$ cat config.mk
export PLATFORM = sky130hd
export DESIGN_NAME = counter_load_ctrl
export DESIGN_NICKNAME = d
export VERILOG_FILES = /design/src/rtl/counter_ctrl_pkg.sv /design/src/rtl/counter_tick_gen.sv /design/src/rtl/counter_load_ctrl.sv
export SDC_FILE = /design/constraint.sdc
export NUM_CORES = 1
export LEC_CHECK = 0
export ABC_AREA = 1
export CAP_MARGIN = 20
export CORE_MARGIN = 3
export CORE_UTILIZATION = 44
export DETAILED_ROUTE_END_ITERATION = 16
export PLACE_DENSITY = 0.84
export SLEW_MARGIN = 25
export SYNTH_ARGS = -nofsm -noshare
export SYNTH_HDL_FRONTEND = slang
export SYNTH_SLANG_ARGS = --single-unit
$ cat constraint.sdc
create_clock -name clk -period 1.4 [get_ports clk]
set_input_delay 0.14 -clock clk [delete_from_list [all_inputs] [get_ports clk]]
set_output_delay 0.14 -clock clk [all_outputs]
set_load 0.1 [all_outputs]
$ cat src/rtl/counter_ctrl_pkg.sv
// rtl/counter_ctrl_pkg.sv - shared state type, widths and load legality rule for the counter load controller
package counter_ctrl_pkg;

  localparam int ERR_CNT_W = 8;
  localparam int LEGAL_W   = 64;

  typedef enum logic [1:0] {
    IDLE  = 2'd0,
    CHECK = 2'd1,
    ISSUE = 2'd2,
    RESP  = 2'd3
  } ctrl_state_e;

  // Operands arrive zero-extended, so the unsigned compare/modulo of the caller's width is preserved.
  function automatic logic is_legal_load(input logic [LEGAL_W-1:0] value,
                                         input logic [LEGAL_W-1:0] step,
                                         input logic [LEGAL_W-1:0] max);
    if (step == '0) return 1'b0;
    return ((value % step) == '0) && (value < max);
  endfunction

endpackage

$ cat src/rtl/counter_tick_gen.sv
// rtl/counter_tick_gen.sv - prescaler producing one enable tick every PRESCALE running cycles
module counter_tick_gen #(
  parameter int PRESCALE = 4
) (
  input  logic clk,
  input  logic rst_n,
  input  logic run,
  input  logic restart,
  output logic tick
);

  localparam int                CNT_W = (PRESCALE > 1) ? $clog2(PRESCALE) : 1;
  localparam logic [CNT_W-1:0]  LAST  = CNT_W'(PRESCALE - 1);

  logic [CNT_W-1:0] count;

  // A restart cycle belongs to the load, so it never produces a tick.
  assign tick = run && !restart && (count == LAST);

  always_ff @(posedge clk) begin
    if (!rst_n) begin
      count <= '0;
    end else if (restart) begin
      count <= '0;
    end else if (run) begin
      count <= (count == LAST) ? '0 : count + 1'b1;
    end
  end

endmodule

$ cat src/rtl/counter_load_ctrl.sv
// rtl/counter_load_ctrl.sv - validates host load requests and drives en/load/data of the step/wrap counter
module counter_load_ctrl
  import counter_ctrl_pkg::*;
#(
  parameter int MAX_COUNTER = 7,
  parameter int STEP        = 1,
  parameter int DATA_W      = 32,
  parameter int PRESCALE    = 4
) (
  input  logic                 clk,
  input  logic                 rst_n,
  input  logic                 run,
  input  logic                 req_valid,
  output logic                 req_ready,
  input  logic [DATA_W-1:0]    req_data,
  output logic                 rsp_valid,
  output logic                 rsp_err,
  output logic                 cnt_en,
  output logic                 cnt_load,
  output logic [DATA_W-1:0]    cnt_data,
  output logic [DATA_W-1:0]    shadow_cnt,
  output logic                 wrap,
  output logic [ERR_CNT_W-1:0] err_count
);

  localparam logic [DATA_W-1:0] MAX_V  = DATA_W'(MAX_COUNTER);
  localparam logic [DATA_W-1:0] STEP_V = DATA_W'(STEP);

  ctrl_state_e       state;
  logic [DATA_W-1:0] req_q;
  logic              req_legal;
  logic              tick;

  assign req_legal = is_legal_load(LEGAL_W'(req_q), LEGAL_W'(STEP_V), LEGAL_W'(MAX_V));

  counter_tick_gen #(
    .PRESCALE (PRESCALE)
  ) u_tick_gen (
    .clk     (clk),
    .rst_n   (rst_n),
    .run     (run),
    .restart (cnt_load),
    .tick    (tick)
  );

  assign cnt_en = tick;

  always_ff @(posedge clk) begin
    if (!rst_n) begin
      state     <= IDLE;
      req_ready <= 1'b1;
      req_q     <= '0;
      cnt_load  <= 1'b0;
      cnt_data  <= '0;
      rsp_valid <= 1'b0;
      rsp_err   <= 1'b0;
      err_count <= '0;
    end else begin
      case (state)
        IDLE: begin
          if (req_valid && req_ready) begin
            req_q     <= req_data;
            req_ready <= 1'b0;
            state     <= CHECK;
          end
        end
        CHECK: begin
          if (req_legal) begin
            cnt_load <= 1'b1;
            cnt_data <= req_q;
            state    <= ISSUE;
          end else begin
            rsp_valid <= 1'b1;
            rsp_err   <= 1'b1;
            if (err_count != '1) err_count <= err_count + 1'b1;
            state     <= RESP;
          end
        end
        ISSUE: begin
          cnt_load  <= 1'b0;
          cnt_data  <= '0;
          rsp_valid <= 1'b1;
          rsp_err   <= 1'b0;
          state     <= RESP;
        end
        RESP: begin
          rsp_valid <= 1'b0;
          rsp_err   <= 1'b0;
          req_ready <= 1'b1;
          state     <= IDLE;
        end
        default: state <= IDLE;
      endcase
    end
  end

  // Mirror of the downstream counter: the load wins over an enable, overshoot past MAX wraps to 0.
  always_ff @(posedge clk) begin
    if (!rst_n) begin
      shadow_cnt <= '0;
      wrap       <= 1'b0;
    end else begin
      wrap <= 1'b0;
      if (cnt_load) begin
        shadow_cnt <= cnt_data;
      end else if (cnt_en) begin
        if (shadow_cnt < MAX_V) begin
          shadow_cnt <= shadow_cnt + STEP_V;
        end else begin
          shadow_cnt <= '0;
          wrap       <= 1'b1;
        end
      end
    end
  end

endmodule

Word-level counts from Yosys, hierarchy flattened
Cells that the tools add are included.

word-level totals
  flip-flop bits (word level) = 113
  bits of input ports = 36
  output and inout port bits = 78
  word-level logic and storage cells = 63

operators by class
  add/sub/neg operators = 3
  magnitude comparators = 2
  eq/ne operators = 8
  muxes and demuxes = 17
  bitwise gates (word level) = 3
  reduce and logical (&&, ||, !) cells = 19

operators with widths
  cell                                                 number
  2-to-1 mux 32 bit                                    4
  < comparator 32 x 3 -> 1 bit, second input constant  2
  case mux 32 bit (2 select lines)                     1
  adder 32 x 1 -> 32 bit, second input constant        1
  AND reduction 2 bit                                  5
  adder 8 x 1 -> 8 bit, second input constant          1
  != test 8 bit, second input constant                 1
  case mux 2 bit (4 select lines)                      1
  nonzero test 2 bit                                   4
  == test 2 bit, second input constant                 3
  != test 2 bit, second input constant                 3
  case mux 1 bit (2 select lines)                      3
  2-to-1 mux 1 bit                                     5
  2-to-1 mux 2 bit                                     2
  OR reduction 2 bit                                   2
  logical AND 1 bit                                    3
  inverter 1 bit                                       3
  case mux 1 bit (3 select lines)                      1
  AND reduction 3 bit                                  1
  nonzero test 3 bit                                   1
  OR reduction 3 bit                                   1
  adder 2 x 1 -> 2 bit, second input constant          1
  == test 2 x 1 -> 1 bit, second input constant        1
  logical NOT 2 bit                                    1
  logical NOT 1 bit                                    1

Logic depth before layout (Yosys ltp)
Gate-level depths: netlist (run 1).

  depth in word-level cells = 5
  gate-level depth with buffers = 10

By module
From an unflattened synthesis (run 1), not the netlist that was laid out.

second synthesis, totals
  cells, all modules = 566
  area, all modules = 4,558.1 µm²

by module, submodules not included
  module             times used  cells an instance  area an instance (µm²)  sequential area each (µm²)
  counter_load_ctrl  1           551                4,450.5                 2,222.1
  counter_tick_gen   1           15                 107.6                   40.0

Least setup slack after synthesis (run 1)
No wires, ideal clock.

  path kind = register to output
  start point = reg cnt_load
  end point = out cnt_en
  data arrival time = 2.417 ns
  data required time = 1.260 ns
  setup slack = -1.157 ns
  cell stages (with the launch flop) = 4
  cell sequence = dfxtp_1 buf_2 clkbuf_1 nor2_1

on the way
  cells in the longest elaborated chain, start to end = 3

RTL lines
  what                             RTL line                 RTL
  start: declaration               counter_load_ctrl.sv:19  output logic cnt_load,
  start signal: assignment         counter_load_ctrl.sv:53  cnt_load <= 1'b0;
  start signal: assignment         counter_load_ctrl.sv:69  cnt_load <= 1'b1;
  start signal: assignment         counter_load_ctrl.sv:80  cnt_load <= 1'b0;
  logical NOT 1 bit                counter_tick_gen.sv:18   assign tick = run && !restart && (count == LAST);
  logical AND 1 bit (2 in series)  counter_tick_gen.sv:18
  end: declaration                 counter_load_ctrl.sv:18  output logic cnt_en,

Every way passes these cells.

Worst setup path in the final report (run 1)
  start point = reg req_q[11]
  end point = reg cnt_data[2]

on the way
  cells in the longest elaborated chain, start to end = 3

RTL lines
  what                           RTL line                 RTL
  start: declaration             counter_load_ctrl.sv:30  logic [DATA_W-1:0] req_q;
  start signal: assignment       counter_load_ctrl.sv:62  req_q <= req_data;
  < comparator 32 x 3 -> 1 bit   counter_ctrl_pkg.sv:19   return ((value % step) == '0) && (value < max);
  != test 2 bit (no line)        --
  AND reduction 2 bit (no line)  --
  end signal: assignment         counter_load_ctrl.sv:70  cnt_data <= req_q;
  end: declaration               counter_load_ctrl.sv:20  output logic [DATA_W-1:0] cnt_data,

Every way passes these cells.
A chain may end at the register's enable or synchronous reset.

==> results_dict.tcl, run 1 <==
set metrics [dict create \
    crit_type "reg -> reg" \
    die_x_um 108 \
    crit_path_max_fanout 5 \
    yosys_warnings 0 \
    min-delay-start "req_data[17]" \
    p_leak_uw 0.00325 \
    ys_ff_latch 113 \
    fmax_mhz 623 \
    clkPwrFrac_pct 36.1 \
    power.internal_uw 8160 \
    viasPerCell 5.73 \
    dr.pass1.iters 6 \
    ys_seq_area_share_pct 49.4 \
    dr_wl_met2_um 9020 \
    drc 0 \
    slew_headroom_pct 62.4 \
    start_kind "flop" \
    finalSetupViolCount 50 \
    globalRouteOverflowTotal 0 \
    drive_gt1_share_pct 44.4 \
    maxCapViolations 0 \
    place_congestion 0.850 \
    grt_pass1_wl_um 22400 \
    setup_slack_ns -0.205 \
    syn2layout_area_growth_pct 80.1 \
    dr_wl_met3_um 1340 \
    status "finished with violations" \
    max-clock-path-buffers 2 \
    drv_slew 0 \
    grtUsageTotal_pct 24.3 \
    worstMarginPinSlew_ns 0.559 \
    core_um2 9950 \
    synth-async-reset-ratio_pct 0 \
    seqPwrFrac_pct 31.8 \
    startpoint "req_q[11]$_SDFFE_PN0P_" \
    antenna_found_initial 0 \
    initial_core_util_pct 46.0 \
    top_layer_used "met4" \
    cts_sinks 113 \
    clkTransAtPathRegs_ns 0.06 \
    synth-main-ff-cell "dfxtp_1" \
    fin_crit_sh_pct 115 \
    wl_per_cell_um 19.7 \
    cts-buffers-inserted 17 \
    combPwrFrac_pct 32.1 \
    postPlaceCellArea_um2 6850 \
    final_nets 769 \
    p_sw_uw 4440 \
    dp_hpwl_um 9160 \
    dieHeight_um 108 \
    yosys.area.top_type "dfxtp_1" \
    violations "negative setup slack" \
    final_antenna_net_count 0 \
    design_area_um2 8250 \
    finalPower_uw 12600 \
    hold_class "in -> reg" \
    drtIter0Drc 451 \
    p_per_area_nw_per_um2 1530 \
    fp.dieArea_um2 11700 \
    post-route-min-period_ns 1.61 \
    synth_top_cell_area_share_pct 49.4 \
    drt_wl_total_um 17100 \
    syn_nets 615 \
    rr_startpoint "req_q[11]$_SDFFE_PN0P_" \
    met1Wirelength_um 6210 \
    rsz0062_at_grt "true" \
    syn_avg_cell_area_um2 8.02 \
    cts.root.buffer_cell "clkbuf_8" \
    grt_max_degree 40 \
    vias 4988 \
    synth_cells 571 \
    critPathCaptureType "flop" \
    clk_latency_ns 0.52 \
    io_pins 114 \
    cts_tree "built" \
    syn-cell-area_um2 4580 \
    synth_commonest_cells "dfxtp_1 (113), a21oi_1 (80), nand2_1 (76)" \
    io_buffer_count 113 \
    antenna_cells 0 \
    num_rows 36 \
    ys_top_cells_by_area "dfxtp_1 (49%), a21oi_1 (8.7%), nand2_1 (6.2%), nand3_1 (4.8%), inv_1 (4.8%)" \
    swShare_pct 35.2 \
    ctsHtreeMaxLevel 4 \
    grt_pass1_vias 4629 \
    clock_skew_ns 0.00928 \
    cp.required_ns 1.84 \
    arrival_ns 2.05 \
    synth_edf_count 0 \
    synth_most_common_cell "dfxtp_1" \
    synth.distinct_cells 34 \
    peakVddDrop_v 0.00185 \
    finalHoldViolations 0 \
]
-- power groups by stage --
stage	Sequential, µW	Combinational, µW	Clock [µW]
finish	4010	4040	4540
global route	4030	4300	4680
CTS	3940	3200	4490
detailed placement	3960	2760	0
global placement	3940	2650	0
floorplan	4280	1540	0
-- worst paths after layout --
path,endpoint,slack [ns],cells after the start
min reg2reg,req_q[10]$_SDFFE_PN0P_,0.47,2
min,req_q[17]$_SDFFE_PN0P_,0.25,3
max reg2reg,cnt_data[2]$_SDFFE_PN0P_,-0.21,8
max,cnt_data[2]$_SDFFE_PN0P_,-0.21,8
-- what timing repair did --
item	4_1_cts	5_1_grt
gates cloned	3	2
pin swaps	11	64
hold buffers	0	0
endpoints found under the hold margin	0	0
buffers inserted	5	23
resized for setup	39	85
setup endpoints to repair	63	91
-- through the flow --
stage               setup TNS, ns  worst slack (ns)  cells  util, %  hold slack, ns
finish                      -6.38            -0.205    871     82.9           0.251
global route                -8.85            -0.243    871     82.9           0.260
CTS                        -0.144            -0.130    846     77.6           0.231
detailed placement          -1.54           -0.0943    806     68.8           0.443
global placement                0            0.0257    806     68.8           0.433
floorplan                  -0.726           -0.0840    571        -           0.285
-- layout by cell type (no fill, tap or decap), drive strengths merged --
cell type / synthesis / final
buf: 8 / 129
dfxtp: 113 / 113
a21oi: 80 / 80
nand2: 80 / 80
inv: 59 / 63
nor2: 53 / 53
nand3: 45 / 46
o21ai: 38 / 38
clkdlybuf4s50: 0 / 35
nor3b: 28 / 28
clkbuf: 24 / 20
nand4: 17 / 17
ha: 8 / 8
clkinv: 1 / 5
nor3: 4 / 4
bufinv: 0 / 3
or2: 2 / 2
xor2: 2 / 2
xnor2: 2 / 2
clkinvlp: 0 / 2
o21bai: 2 / 2
nand3b: 1 / 1
o31ai: 1 / 1
o22ai: 1 / 1
nor4: 1 / 1
a221o: 1 / 1
bufbuf: 0 / 1
-- metal layers --
metal	GRT usage [%]	up-vias
li1	-	2219
met1	26.9	2383
met2	44.4	325
met3	5.91	61
met4	9.56	0
met5	0	-
-- logic make-up after synthesis --
logic type | Yosys count | synth area share (%)
compound gates | 123 | 13.7
xor+xnor | 4 | 0.765
fa+ha+maj | 8 | 2.18
buf+inv | 92 | 8.19
flops | 113 | 49.4
simple gates | 231 | 25.8
-- sequential cells by signal, indices dropped and copies added (netlist names) --
signal / cells
state: 2
req_ready: 1
shadow_cnt: 32
rsp_valid: 1
cnt_load: 1
wrap: 1
u_tick_gen.count: 2
rsp_err: 1
err_count: 8
cnt_data: 32
req_q: 32
-- worst max-delay path, cell delays in order, from the launching register on --
cell and delay, ns:
dfxtp_1 0.33, nor2_2 0.17, nand3_2 0.10, nor2_2 0.14, nand2_2 0.10, nor2_4 0.16, buf_6 0.14, nand4_1 0.18
a21oi_2 0.22
-- final cells by class --
| type | instances | area [µm²] |
|---|---|---|
| fill | 441 | 1700 |
| sequential | 113 | 2360 |
| clock buffer | 19 | 453 |
| tap | 133 | 166 |
| inverter | 60 | 230 |
| timing repair buffer | 166 | 2500 |
| multi-input combinational | 367 | 2370 |
| clock inverter | 13 | 173 |
Note: power is estimated with default switching activity, not from simulation.
==> run 2: changes to the inputs <==
--- a/config.mk
+++ b/config.mk
@@ -11,7 +11,7 @@
 export CORE_UTILIZATION = 44
 export DETAILED_ROUTE_END_ITERATION = 16
 export PLACE_DENSITY = 0.84
-export SLEW_MARGIN = 25
+export SLEW_MARGIN = 20
 export SYNTH_ARGS = -nofsm -noshare
 export SYNTH_HDL_FRONTEND = slang
 export SYNTH_SLANG_ARGS = --single-unit
==> results of run 2 <==
Final layout, timing and power as in run 1 (identical DEF).
